File: src/rtl/rgb_breathe_pwm.sv
// RGB breathing driver: fades one colour in, holds it, fades it out, then
// moves on to the next colour. All level and state changes land on PWM period boundaries.
module rgb_breathe_pwm #(
  parameter int PWM_BITS     = 8,
  parameter int STEP         = 8,
  parameter int HOLD_PERIODS = 64
) (
  input  logic       clk,
  input  logic       rst_n,
  input  logic       en,
  output logic       redled,
  output logic       greenled,
  output logic       blueled,
  output logic [1:0] color,
  output logic       busy
);

  // state       | meaning
  // S_IDLE      | LEDs off, counters parked at 0, waiting for en
  // S_RAMP_UP   | level rises by STEP each period until it saturates at MAX
  // S_HOLD      | level parked at MAX for HOLD_PERIODS periods
  // S_RAMP_DOWN | level falls by STEP each period, then next colour or idle
  typedef enum logic [1:0] {S_IDLE, S_RAMP_UP, S_HOLD, S_RAMP_DOWN} state_t;

  localparam int                  HOLD_W    = $clog2(HOLD_PERIODS + 1);
  localparam logic [PWM_BITS-1:0] MAX       = {PWM_BITS{1'b1}};
  localparam logic [PWM_BITS-1:0] PWM_ONE   = PWM_BITS'(1);
  localparam logic [PWM_BITS:0]   STEP_W    = (PWM_BITS + 1)'(STEP);
  localparam logic [HOLD_W-1:0]   HOLD_ONE  = HOLD_W'(1);
  localparam logic [HOLD_W-1:0]   HOLD_LAST = HOLD_W'(HOLD_PERIODS - 1);

  state_t              state_q, state_d;
  logic [PWM_BITS-1:0] pwm_cnt_q, pwm_cnt_d;
  logic [PWM_BITS-1:0] level_q, level_d;
  logic [HOLD_W-1:0]   hold_cnt_q, hold_cnt_d;
  logic [1:0]          color_q, color_d;
  logic [2:0]          led_q, led_d;
  logic                busy_q, busy_d;

  logic                period_end;
  logic                led_on;
  logic [PWM_BITS:0]   level_sum;

  always_comb begin
    state_d    = state_q;
    pwm_cnt_d  = pwm_cnt_q + PWM_ONE;
    level_d    = level_q;
    hold_cnt_d = hold_cnt_q;
    color_d    = color_q;
    period_end = (pwm_cnt_q == MAX);
    level_sum  = {1'b0, level_q} + STEP_W;

    case (state_q)
      S_IDLE: begin
        pwm_cnt_d = '0;
        level_d   = '0;
        if (en) state_d = S_RAMP_UP;
      end
      S_RAMP_UP: begin
        if (period_end) begin
          if (!en) begin
            state_d = S_RAMP_DOWN;
          end else if (level_sum >= {1'b0, MAX}) begin
            level_d    = MAX;
            hold_cnt_d = '0;
            state_d    = S_HOLD;
          end else begin
            level_d = level_sum[PWM_BITS-1:0];
          end
        end
      end
      S_HOLD: begin
        if (period_end) begin
          hold_cnt_d = hold_cnt_q + HOLD_ONE;
          if (hold_cnt_q == HOLD_LAST || !en) state_d = S_RAMP_DOWN;
        end
      end
      S_RAMP_DOWN: begin
        if (period_end) begin
          if ({1'b0, level_q} <= STEP_W) begin
            level_d = '0;
            if (en) begin
              state_d = S_RAMP_UP;
              color_d = (color_q == 2'd2) ? 2'd0 : color_q + 2'd1;
            end else begin
              state_d = S_IDLE;
            end
          end else begin
            level_d = level_q - STEP_W[PWM_BITS-1:0];
          end
        end
      end
      default: state_d = S_IDLE;
    endcase

    // Only the active colour ever sees the PWM compare; the others stay dark.
    led_on = (state_q != S_IDLE) && (pwm_cnt_q < level_q);
    led_d  = {led_on && (color_q == 2'd0),
              led_on && (color_q == 2'd1),
              led_on && (color_q == 2'd2)};
    busy_d = (state_d != S_IDLE);
  end

  always_ff @(posedge clk or negedge rst_n) begin
    if (!rst_n) begin
      state_q    <= S_IDLE;
      pwm_cnt_q  <= '0;
      level_q    <= '0;
      hold_cnt_q <= '0;
      color_q    <= 2'd0;
      led_q      <= 3'b000;
      busy_q     <= 1'b0;
    end else begin
      state_q    <= state_d;
      pwm_cnt_q  <= pwm_cnt_d;
      level_q    <= level_d;
      hold_cnt_q <= hold_cnt_d;
      color_q    <= color_d;
      led_q      <= led_d;
      busy_q     <= busy_d;
    end
  end

  assign redled   = led_q[2];
  assign greenled = led_q[1];
  assign blueled  = led_q[0];
  assign color    = color_q;
  assign busy     = busy_q;

endmodule

File: config.mk
export PLATFORM = sky130hd
export DESIGN_NAME = rgb_breathe_pwm
export DESIGN_NICKNAME = d
export VERILOG_FILES = /design/src/rtl/rgb_breathe_pwm.sv
export SDC_FILE = /design/constraint.sdc
export NUM_CORES = 1
export LEC_CHECK = 0
export ABC_AREA = 1
export BUFFER_PORTS_ARGS = -buffer_cell sky130_fd_sc_hd__clkbuf_2
export CAP_MARGIN = 20
export CORE_MARGIN = 5
export CORE_UTILIZATION = 55
export CTS_CLUSTER_SIZE = 24
export DETAILED_ROUTE_END_ITERATION = 7
export GPL_TIMING_DRIVEN = 0
export PLACE_DENSITY = 0.85
export SLEW_MARGIN = 20
export SYNTH_ARGS = -nofsm -noshare
export SYNTH_HDL_FRONTEND = slang
export SYNTH_SLANG_ARGS = --single-unit
File: constraint.sdc
create_clock -name clk -period 1.8 [get_ports clk]
set_input_delay 0.27 -clock clk [delete_from_list [all_inputs] [get_ports clk]]
set_output_delay 0.27 -clock clk [all_outputs]
set_load 0.02 [all_outputs]
==> results of run 1 <==
==> stage by stage <==
stage / worst slack, ps / setup TNS (ps) / cell area, um^2
final: 17.9 / 0 / 2300
after global routing: -99.6 / -666 / 2300
after CTS: 22.0 / 0 / 2150
after detailed placement: -125 / -628 / 2010
after global placement: -68.7 / -402 / 2010
after floorplan: 124 / 0 / 1910
==> timing repair <==
action                                  CTS  global route
buffers inserted                          4             9
pin swaps                                 0             7
resized for setup                         3            20
endpoints found under the hold margin    29             0
hold buffers                              1             0
endpoints found under the setup margin    9            16
==> cells by family (layout without fill, tap and decap cells) <==
family | after synthesis | in the layout | synth area share (%)
adders and majority gates | 12 | 12 | 7.84
AOI/OAI and AO/OA | 29 | 29 | 8.04
DFF | 29 | 29 | 37.9
xor gates and xnor gates | 7 | 7 | 3.20
buffers and inverters | 35 | 65 | 7.06
and+or+nand+nor | 131 | 131 | 35.9
==> cell usage after synthesis <==
library cell / count
or2_1: 2
inv_2: 5
nor2_1: 19
o21ai_0: 7
xor2_1: 6
buf_4: 1
nand3b_1: 2
o21a_1: 2
nand2_2: 5
o21bai_1: 1
a21oi_1: 13
dfrtp_1: 29
o21ai_1: 5
nor3_1: 10
xnor2_1: 1
inv_1: 28
nand3_4: 1
a31oi_1: 1
nand2_1: 51
nor2_4: 4
nand3_2: 1
nand2_4: 3
nand3_1: 19
clkinv_1: 1
ha_1: 12
nor2_2: 2
nor3b_1: 1
nor4_2: 1
nand4_1: 8
nand4_2: 1
nand2_8: 1
==> cells in the final DEF, fill, tap and decap left out, types with 2 or more instances in the layout <==
master and n:
inv_2 5, nor2_4 5, a21oi_1 12, clkbuf_4 5
nand4_1 8, o21ai_1 5, o21a_1 2, ha_1 10
clkbuf_2 8, nand3_2 3, buf_4 14, nor3_1 9
nand2_4 4, inv_1 27, dfrtp_1 27, ha_4 2
nand3_1 17, nand2_2 9, dfrtp_2 2, nand2_8 2
nand3b_1 2, nor2_1 18, nand2_1 45, or2_1 2
nor2_2 2, xor2_1 6, o21ai_0 7
==> how the worst max path moves through the flow <==
stage | startpoint | to | slack, ps | cells after the start
2_1_floorplan | level_q[3]$_DFFE_PN0P_ | hold_cnt_q[2]$_DFFE_PN0P_ | 120 | 13
3_3_place_gp | level_q[3]$_DFFE_PN0P_ | hold_cnt_q[6]$_DFFE_PN0P_ | -70 | 13
3_5_place_dp | level_q[3]$_DFFE_PN0P_ | hold_cnt_q[6]$_DFFE_PN0P_ | -120 | 13
4_1_cts | level_q[3]$_DFFE_PN0P_ | hold_cnt_q[6]$_DFFE_PN0P_ | 20 | 13
5_1_grt | level_q[3]$_DFFE_PN0P_ | hold_cnt_q[6]$_DFFE_PN0P_ | -100 | 13
6_report | level_q[3]$_DFFE_PN0P_ | hold_cnt_q[6]$_DFFE_PN0P_ | 20 | 13
==> per-layer routing <==
layer / vias to the layer above / global-route usage (%)
met4: 0 / 8.52
met2: 48 / 30.4
met1: 821 / 25.0
met5: - / 0
met3: 12 / 5.19
li1: 857 / -
==> worst reg2reg max path: cells and delay by family, from the launching register on <==
| family | cells | cell delay [ps] |
|---|---|---|
| adders and majority gates | 1 | 270 |
| buffers and inverters | 1 | 70 |
| DFF | 1 | 420 |
| and+or+nand+nor | 11 | 890 |
==> registers in the layout, summed over array words and instances (netlist names) <==
register / flops
level_q: 6
busy: 1
state_q: 2
led_q: 3
hold_cnt_q: 7
pwm_cnt_q: 8
color: 2
==> power by group through the flow <==
stage          Clock, mW  Sequential, mW  Combinational (mW)
2_1_floorplan          0           0.874               0.552
3_3_place_gp           0           0.855               0.744
3_5_place_dp           0           0.861               0.765
4_1_cts            0.578           0.840               0.825
5_1_grt            0.610           0.865                1.04
6_report           0.563           0.852               0.953
==> final cells by class <==
type                    count  area share, %
clock inverters             1           1.30
multi-input cells         179           49.8
well taps                  46           2.50
inverters                  34           5.65
plain buffers               1          0.326
flip-flops and latches     29           31.6
clock buffers               7           2.39
repair buffers             22           6.41
==> impl_metrics.toml, run 1 <==
[sta]
relSlewSlack_pct = 52.9
setup_viol = 0
hold_ws_ps = 329
min_period_ps = 1780
hold_viol_final = 0
skew_ps = 9.52
worst_pin_slew_ps = 707
fmax_ghz = 0.561
maxSlewViolCount = 0
fin_crit_sh_pct = 99.0
rsz0062_at_grt = "yes"

[routing]
viasPerCell = 5.45
routed_wl_mm = 4.39
met1_length_mm = 1.93
met2WireLength_mm = 2.16
wl_per_cell_um = 13.8
dr_wl_met3_um = 197
ant_nets = 0
num_vias = 1738
drt-pass1-iter-count = 5
first_iter_violations = 181
top_layer = "met4"
drc = 0

[hold_path]
min_path_type = "in -> reg"
hold_path_depth = 5
hold_start = "en"
hold_path_end = "state_q[0]$_DFF_PN0_"

[logic_synthesis]
synth_top_area_share_pct = 37.9
yosysSeqAreaShare_pct = 37.9
syn_area_um2 = 1910
yosys.area.top_type = "dfrtp_1"
synthCells = 243
ys_ff_latch = 29
synth_area_leaders = "dfrtp_1 38%, nand2_1 10%, ha_1 7.8%"
synth.distinct_cells = 31
syn_nets = 258
yosysWarnings = 0
synth_area_per_cell_um2 = 7.88

[setup_path]
critPathCaptureType = "flip-flop"
r2r_end = "hold_cnt_q[6]$_DFFE_PN0P_"
cp_common_cell = "nand2_2"
rr_startpoint = "level_q[3]$_DFFE_PN0P_"
worstPathArrival_ps = 1990
crit_family = "simple AND/OR/NAND/NOR gates"
path_max_fanout = 7
ff2ff_path_depth = 13
path_buf_inv = 1
startpoint_type = "flip-flop"
cp.required_ps = 2010
rrSetupSlack_ps = 20
slowest_stage = "dfrtp_2"
critPathMaxStageDelay_ps = 420
crit_type = "reg -> reg"
crit_chain = "inv_4 -> ha_4 -> nand2_2 -> nand2_2 -> nand2_2 -> nor2_2 -> nand3_2 -> nand2_4 -> nand2_8 -> nand2_8 -> nand3_4 -> nand2_1 -> nand2_1"

[layout]
stdcell_count = 319
drive_gt1_share_pct = 25.3
syn_to_final_growth_pct = 20.3
seq_area_um2 = 728
utilization_pct = 68.5
multiInputGateArea_um2 = 1150
diodes = 0
fillCellCount = 281
finalNetCount = 287

[pwr]
total_power_mw = 2.37
peakVddDrop_mv = 0.657
p_seq_share_pct = 36.0
p_int_mw = 1.42
switching_share_pct = 40.1
p_clk_share_pct = 23.8
p_switching_uw = 949
p_leak_nw = 1.16
power.density_nw_per_um2 = 1030
power_frac_comb_pct = 40.2

[global_routing]
grt_first_pass_wirelength_mm = 6.81
gr-total-overflow = 0
grt_max_degree = 30
antenna_found_initial = 0
gr-usage-all-layers_pct = 19.4
grt_pass1_vias = 1505

[clock_network]
clk_pin_slew_worst_paths_ps = 90
clockRootBuffer = "clkbuf_4"
tritoncts = "done"
cts_max_level = 2
clock_latency_ps = 330
clock_path_buffers = 2
numCtsBuffers = 5
cts.sinks = 29

[status]
status = "completed"

[die]
rows = 21
ioPinCount = 9
die_w_um = 69.0
floorplan.core_area_um2 = 3360
start_util_pct = 56.9
fp.dieH_um = 69.0
die-area_um2 = 4760

[place]
gp_congestion = 0.873
io_buffer_count = 8
placedCellCount = 297
dp_hpwl_mm = 2.80

[flow_run]
drv_cap = 0
No activity file was read; power rests on OpenSTA's default activity.
==> run 2: changes to the inputs <==
==> constraint.sdc (replaced) <==
create_clock -name clk -period 1.5 [get_ports clk]
set_input_delay 0.225 -clock clk [delete_from_list [all_inputs] [get_ports clk]]
set_output_delay 0.225 -clock clk [all_outputs]
set_load 0.02 [all_outputs]
==> run 2 against run 1 <==
  * The run now ends with setup timing left
  * Setup slack lost 380 ps
  * Cell count grew 2.5%
  * Global-route usage grew 3.6 points
  * Sequential power grew 23%
  * Count of clock-buffer cells in the layout shrank 2
  * Combinational power grew 37%
  * Flip-flop and latch count is the same
  * Largest cell class unchanged
==> impl_metrics.toml, run 2 (same netlist as run 1, synthesis figures left out) <==
[setup_path]
critPathCaptureType = "flip-flop"
cp.depth = 13
path_max_fanout = 6
rrSetupSlack_ps = -360
critPathMaxStageDelay_ps = 440
crit_family = "simple AND/OR/NAND/NOR gates"
slowest_stage = "dfrtp_2"
r2r_end = "hold_cnt_q[4]$_DFFE_PN0P_"
startpoint_type = "flip-flop"
crit_type = "reg -> reg"
cp_common_cell = "nand2_1"
ff2ff_path_depth = 13
worstPathArrival_ps = 2090
setup.worst_path.start = "level_q[4]$_DFFE_PN0P_"
crit_chain = "inv_2 -> ha_4 -> nand2_1 -> nand2_1 -> nand2_1 -> nor2_2 -> nand3_2 -> nand2_4 -> nand2_8 -> nand2_8 -> nand3_4 -> nand2_1 -> nand2_1"
rr_startpoint = "level_q[4]$_DFFE_PN0P_"
endpoint = "hold_cnt_q[4]$_DFFE_PN0P_"
path_buf_inv = 1
cp.required_ps = 1730

[layout]
top_regs = "pwm_cnt_q x8, hold_cnt_q x7, level_q x6"
syn_to_final_growth_pct = 29.7
layout_commonest_cell = "nand2_1"
utilization_pct = 73.8
finalNetCount = 295
largest-register = "pwm_cnt_q"
diodes = 0
final_cell_mix = "45 x nand2_1, 25 x inv_1, 23 x dfrtp_1"
drive_gt1_share_pct = 34.2
fin_area_um2 = 2480
largest_reg_flops = 8
stdcell_count = 327

[pwr]
p_seq_share_pct = 32.8
power_frac_comb_pct = 41.1
p_switching_mw = 1.30
power.density_nw_per_um2 = 1280
switching_share_pct = 40.9
p_leak_nw = 1.24
total_power_mw = 3.19
peakVddDrop_mv = 1.07
p_clk_share_pct = 26.2
p_int_mw = 1.89

[global_routing]
grt-busiest-layer = "met2"
grt_first_pass_wirelength_mm = 8.09
gr-total-overflow = 0
use_met2_pct = 38.0
use_met1_pct = 28.5
antenna_found_initial = 0
gr-usage-all-layers_pct = 23.0
grt_pass1_vias = 1786
grt_max_degree = 30
grtUsageMet3_pct = 5.35

[die]
die-area_um2 = 4760
fp.dieH_um = 69.0
start_util_pct = 56.9
rows = 21
ioPinCount = 9
die_w_um = 69.0
floorplan.core_area_um2 = 3360

[routing]
viasPerCell = 5.87
wl_per_cell_um = 16.2
ant_nets = 0
drt-pass1-iter-count = 4
num_vias = 1918
first_iter_violations = 156
routed_wl_mm = 5.31
drc = 0

[place]
dp_hpwl_mm = 2.81
placed_area_um2 = 2030
placedCellCount = 297
pre_cts_ws_ps = -458
gp_congestion = 0.893
io_buffer_count = 8

[sta]
worst_pin_slew_ps = 721
hold_ws_ps = 333
maxSlewViolCount = 0
skew_ps = 12.5
setup_tns_ps = -5150
hold_viol_final = 0
setup_slack_ps = -361
fin_crit_sh_pct = 124
setup_viol = 21
min_period_ps = 1860
rsz0062_at_grt = "yes"
relSlewSlack_pct = 51.9
fmax_ghz = 0.537

[flow_run]
drv_cap = 0

[clock_network]
clock_latency_ps = 340
cts_max_level = 2
clockRootBuffer = "clkbuf_4"
clk_pin_slew_worst_paths_ps = 110
numCtsBuffers = 5
clock_path_buffers = 2
cts.sinks = 29
tritoncts = "done"

[hold_path]
min_path_type = "in -> reg"
hold_path_depth = 5

[status]
violations = "setup timing"
status = "finished with violations"
==> run 2: cell count changes in the layout (fill, tap and decap cells not counted), sizes merged <==
cell,change
buf,+8
clkbuf,-2
bufinv,+1
clkinv,+1
==> run 2: area by class of cell <==
class	instances	area, um^2
Fill cell	232	881
Tap cell	46	57.6
Timing Repair Buffer	30	211
Multi-Input combinational cell	179	1240
Clock inverter	3	65.1
Sequential cell	29	733
Clock buffer	5	37.5
Buffer	1	7.51
Inverter	34	133
==> run 2: worst min path at each step <==
stage	from	endpoint	slack (ps)
2_1_floorplan	rst_n	busy$_DFF_PN0_	-70
3_3_place_gp	rst_n	pwm_cnt_q[0]$_DFF_PN0_	310
3_5_place_dp	rst_n	pwm_cnt_q[2]$_DFF_PN0_	310
4_1_cts	en	busy$_DFF_PN0_	290
5_1_grt	en	busy$_DFF_PN0_	360
6_report	en	busy$_DFF_PN0_	330
==> run 2: routing by layer <==
metal	share of wire (%)	routed length, um
met1	39	2060
met2	48	2550
met3	6.9	367
met4	6.2	328
met5	0	0
==> run 2: power groups by stage <==
stage                     Combinational, mW  Sequential [mW]  Clock [mW]
after global placement                0.918             1.03           0
after floorplan                       0.683             1.05           0
final                                  1.31             1.05       0.834
after detailed placement              0.943             1.03           0
after global routing                   1.43             1.05       0.863
after CTS                              1.10             1.02       0.820
==> run 2: tightest hold or removal path, stage by stage <==
cell      delay (ps)
clkbuf_2         150
nor2_1            80
inv_1             60
nand2_1           80
nand2_1           60
==> run 2: timing repair <==
item,4_1_cts,5_1_grt
pin swaps,11,12
setup buffers,17,4
setup endpoints to repair,21,23
hold buffers,1,0
resized for setup,25,18
hold endpoints to repair,29,0
==> run 3: changes to the inputs <==
--- a/config.mk
+++ b/config.mk
@@ -9,12 +9,12 @@
 export BUFFER_PORTS_ARGS = -buffer_cell sky130_fd_sc_hd__clkbuf_2
 export CAP_MARGIN = 20
 export CORE_MARGIN = 5
-export CORE_UTILIZATION = 55
+export CORE_UTILIZATION = 65
 export CTS_CLUSTER_SIZE = 24
 export DETAILED_ROUTE_END_ITERATION = 7
-export GPL_TIMING_DRIVEN = 0
-export PLACE_DENSITY = 0.85
-export SLEW_MARGIN = 20
+export GPL_TIMING_DRIVEN = 1
+export PLACE_DENSITY = 0.94
+export SLEW_MARGIN = 0
 export SYNTH_ARGS = -nofsm -noshare
 export SYNTH_HDL_FRONTEND = slang
 export SYNTH_SLANG_ARGS = --single-unit
==> constraint.sdc (replaced) <==
create_clock -name clk -period 2.3 [get_ports clk]
set_input_delay 0.345 -clock clk [delete_from_list [all_inputs] [get_ports clk]]
set_output_delay 0.345 -clock clk [all_outputs]
set_load 0.02 [all_outputs]
==> run 3 against run 2 <==
  * Sequential power shrank 37%
  * Largest power group is now registers
  * Critical endpoint is now hold_cnt_q[6]$_DFFE_PN0P_
  * Die area decreased by 13%
  * The flow now finishes without violations
  * Via count down 12%
  * Final area down 18%
  * Setup slack gained 760 ps
  * Global-route usage up 0.073 points
  * Sequential share of layout area up 6.0 points
  * Non-clock buffer count down 23
  * Clock skew down 8.7 ps
  * Flip-flop and latch count did not move
  * Wire length shrank 21%
  * Critical path depth unchanged
==> impl_metrics.toml, run 3 (same netlist as run 1, synthesis figures left out) <==
[clock_network]
cts_max_level = 2
cts.sinks = 29
numCtsBuffers = 5
clock_latency_ps = 340
clockRootBuffer = "clkbuf_4"
clk_pin_slew_worst_paths_ps = 90
postCtsSetupBuffers = 0
clock_path_buffers = 2
tritoncts = "done"
cts-resized-gates = 0
ctsHoldBuffers = 0

[sta]
fin_crit_sh_pct = 82.7
worst_pin_slew_ps = 712
hold_ws_ps = 37.4
hold_viol_final = 0
skew_ps = 3.84
setup_slack_ps = 399
fmax_ghz = 0.526
relSlewSlack_pct = 52.5
setup_tns_ps = 0
setup_viol = 0
rsz0062_at_grt = "no"
min_period_ps = 1900
maxSlewViolCount = 0

[setup_path]
crit_chain = "inv_2 -> ha_1 -> nand2_1 -> nand2_1 -> nand2_1 -> nor2_1 -> nand3_2 -> nand2_4 -> nand2_4 -> nand2_8 -> nand3_4 -> nand2_1 -> nand2_1"
worstPathArrival_ps = 2140
slowest_stage = "dfrtp_1"
rr_startpoint = "level_q[3]$_DFFE_PN0P_"
cp.required_ps = 2540
rrSetupSlack_ps = 400
critPathMaxStageDelay_ps = 480
r2r_end = "hold_cnt_q[6]$_DFFE_PN0P_"
ff2ff_path_depth = 13
endpoint = "hold_cnt_q[6]$_DFFE_PN0P_"
cp_common_cell = "nand2_1"
path_max_fanout = 7
critPathCaptureType = "flip-flop"
startpoint_type = "flip-flop"
crit_type = "reg -> reg"
setup.worst_path.start = "level_q[3]$_DFFE_PN0P_"

[routing]
num_vias = 1686
drt-pass1-iter-count = 4
first_iter_violations = 109
ant_nets = 0
drc = 0
viasPerCell = 5.83
routed_wl_mm = 4.19
wl_per_cell_um = 14.5

[layout]
diodes = 0
largest_reg_flops = 8
fillCellCount = 201
final_cell_mix = "51 x nand2_1, 29 x dfrtp_1, 28 x inv_1"
largest-register = "pwm_cnt_q"
syn_to_final_growth_pct = 6.60
finalNetCount = 272
layout_commonest_cell = "nand2_1"
drive_gt1_share_pct = 15.5
stdcell_count = 289
top_regs = "pwm_cnt_q x8, hold_cnt_q x7, level_q x6"

[pwr]
power.density_nw_per_um2 = 781
peakVddDrop_mv = 0.647
p_leak_nw = 1.04

[hold_path]
min_path_type = "in -> async"

[place]
placedCellCount = 281
dp_hpwl_mm = 3.11
io_buffer_count = 8
pre_cts_ws_ps = 443
gp_congestion = 0.975

[global_routing]
grt_max_degree = 30
gr-total-overflow = 0
gr-usage-all-layers_pct = 23.1
antenna_found_initial = 0
grt_pass1_vias = 1705
grt_first_pass_wirelength_mm = 7.53

[die]
die-area_um2 = 4130
die_w_um = 64.3
floorplan.core_area_um2 = 2780
fp.dieH_um = 64.3
start_util_pct = 68.8
ioPinCount = 9
rows = 19

[flow_run]
drv_cap = 0

[status]
status = "completed"
run 3: cell types whose count changed in the layout (fill, tap and decap cells not counted), moves of 6 or more:
cell / previous run / this run
nand2_1: 45 / 51
dfrtp_1: 23 / 29
buf_4: 21 / 0
dfrtp_2: 6 / 0
run 3: routing by layer:
layer / global-route usage (%) / wire (um) / vias to the layer above
met5: 0 / 0 / -
met4: 7.63 / 120 / 0
met3: 8.41 / 269 / 11
met2: 37.4 / 2030 / 72
met1: 28.3 / 1760 / 776
li1: - / - / 827
run 3: final cells by class:
class | instances | area [um^2] | area share, %
clock buffers | 5 | 37.5 | 1.84
clock inverters | 3 | 17.5 | 0.858
inverters | 34 | 128 | 6.25
multi-input cells | 179 | 1050 | 51.6
flip-flops and latches | 29 | 726 | 35.6
well taps | 31 | 38.8 | 1.90
repair buffers | 8 | 40.0 | 1.96
run 3: stage by stage:
step	total power, mW	cell area (um^2)	utilization, %
detailed placement	1.29	1990	71.4
CTS	1.59	2040	73.4
finish	1.59	2040	73.4
global route	1.73	2040	73.4
floorplan	1.12	1910	-
global placement	1.25	1990	71.4
run 3: worst max-delay path: cells and delay by family (launching register included):
| kind | cells | cell delay [ps] |
|---|---|---|
| adders and majority gates | 1 | 330 |
| and+or+nand+nor | 11 | 870 |
| DFF | 1 | 480 |
| buffers and inverters | 1 | 120 |
run 3: worst min-delay path by stage:
| stage | cells after the start | from | slack, ps | to |
|---|---|---|---|---|
| after floorplan | 0 | rst_n | 50 | busy$_DFF_PN0_ |
| after CTS | 1 | rst_n | 60 | pwm_cnt_q[1]$_DFF_PN0_ |
| after detailed placement | 1 | rst_n | 430 | pwm_cnt_q[1]$_DFF_PN0_ |
| after global routing | 1 | rst_n | 70 | pwm_cnt_q[7]$_DFF_PN0_ |
| after global placement | 1 | rst_n | 420 | pwm_cnt_q[1]$_DFF_PN0_ |
| final | 1 | rst_n | 40 | pwm_cnt_q[0]$_DFF_PN0_ |
run 3: power breakdown:
part / total (mW) / internal (mW) / switching (mW)
logic: 0.629 / 0.203 / 0.426
registers: 0.662 / 0.582 / 0.0799
clock network: 0.303 / 0.115 / 0.188
total: 1.59 / 0.899 / 0.694
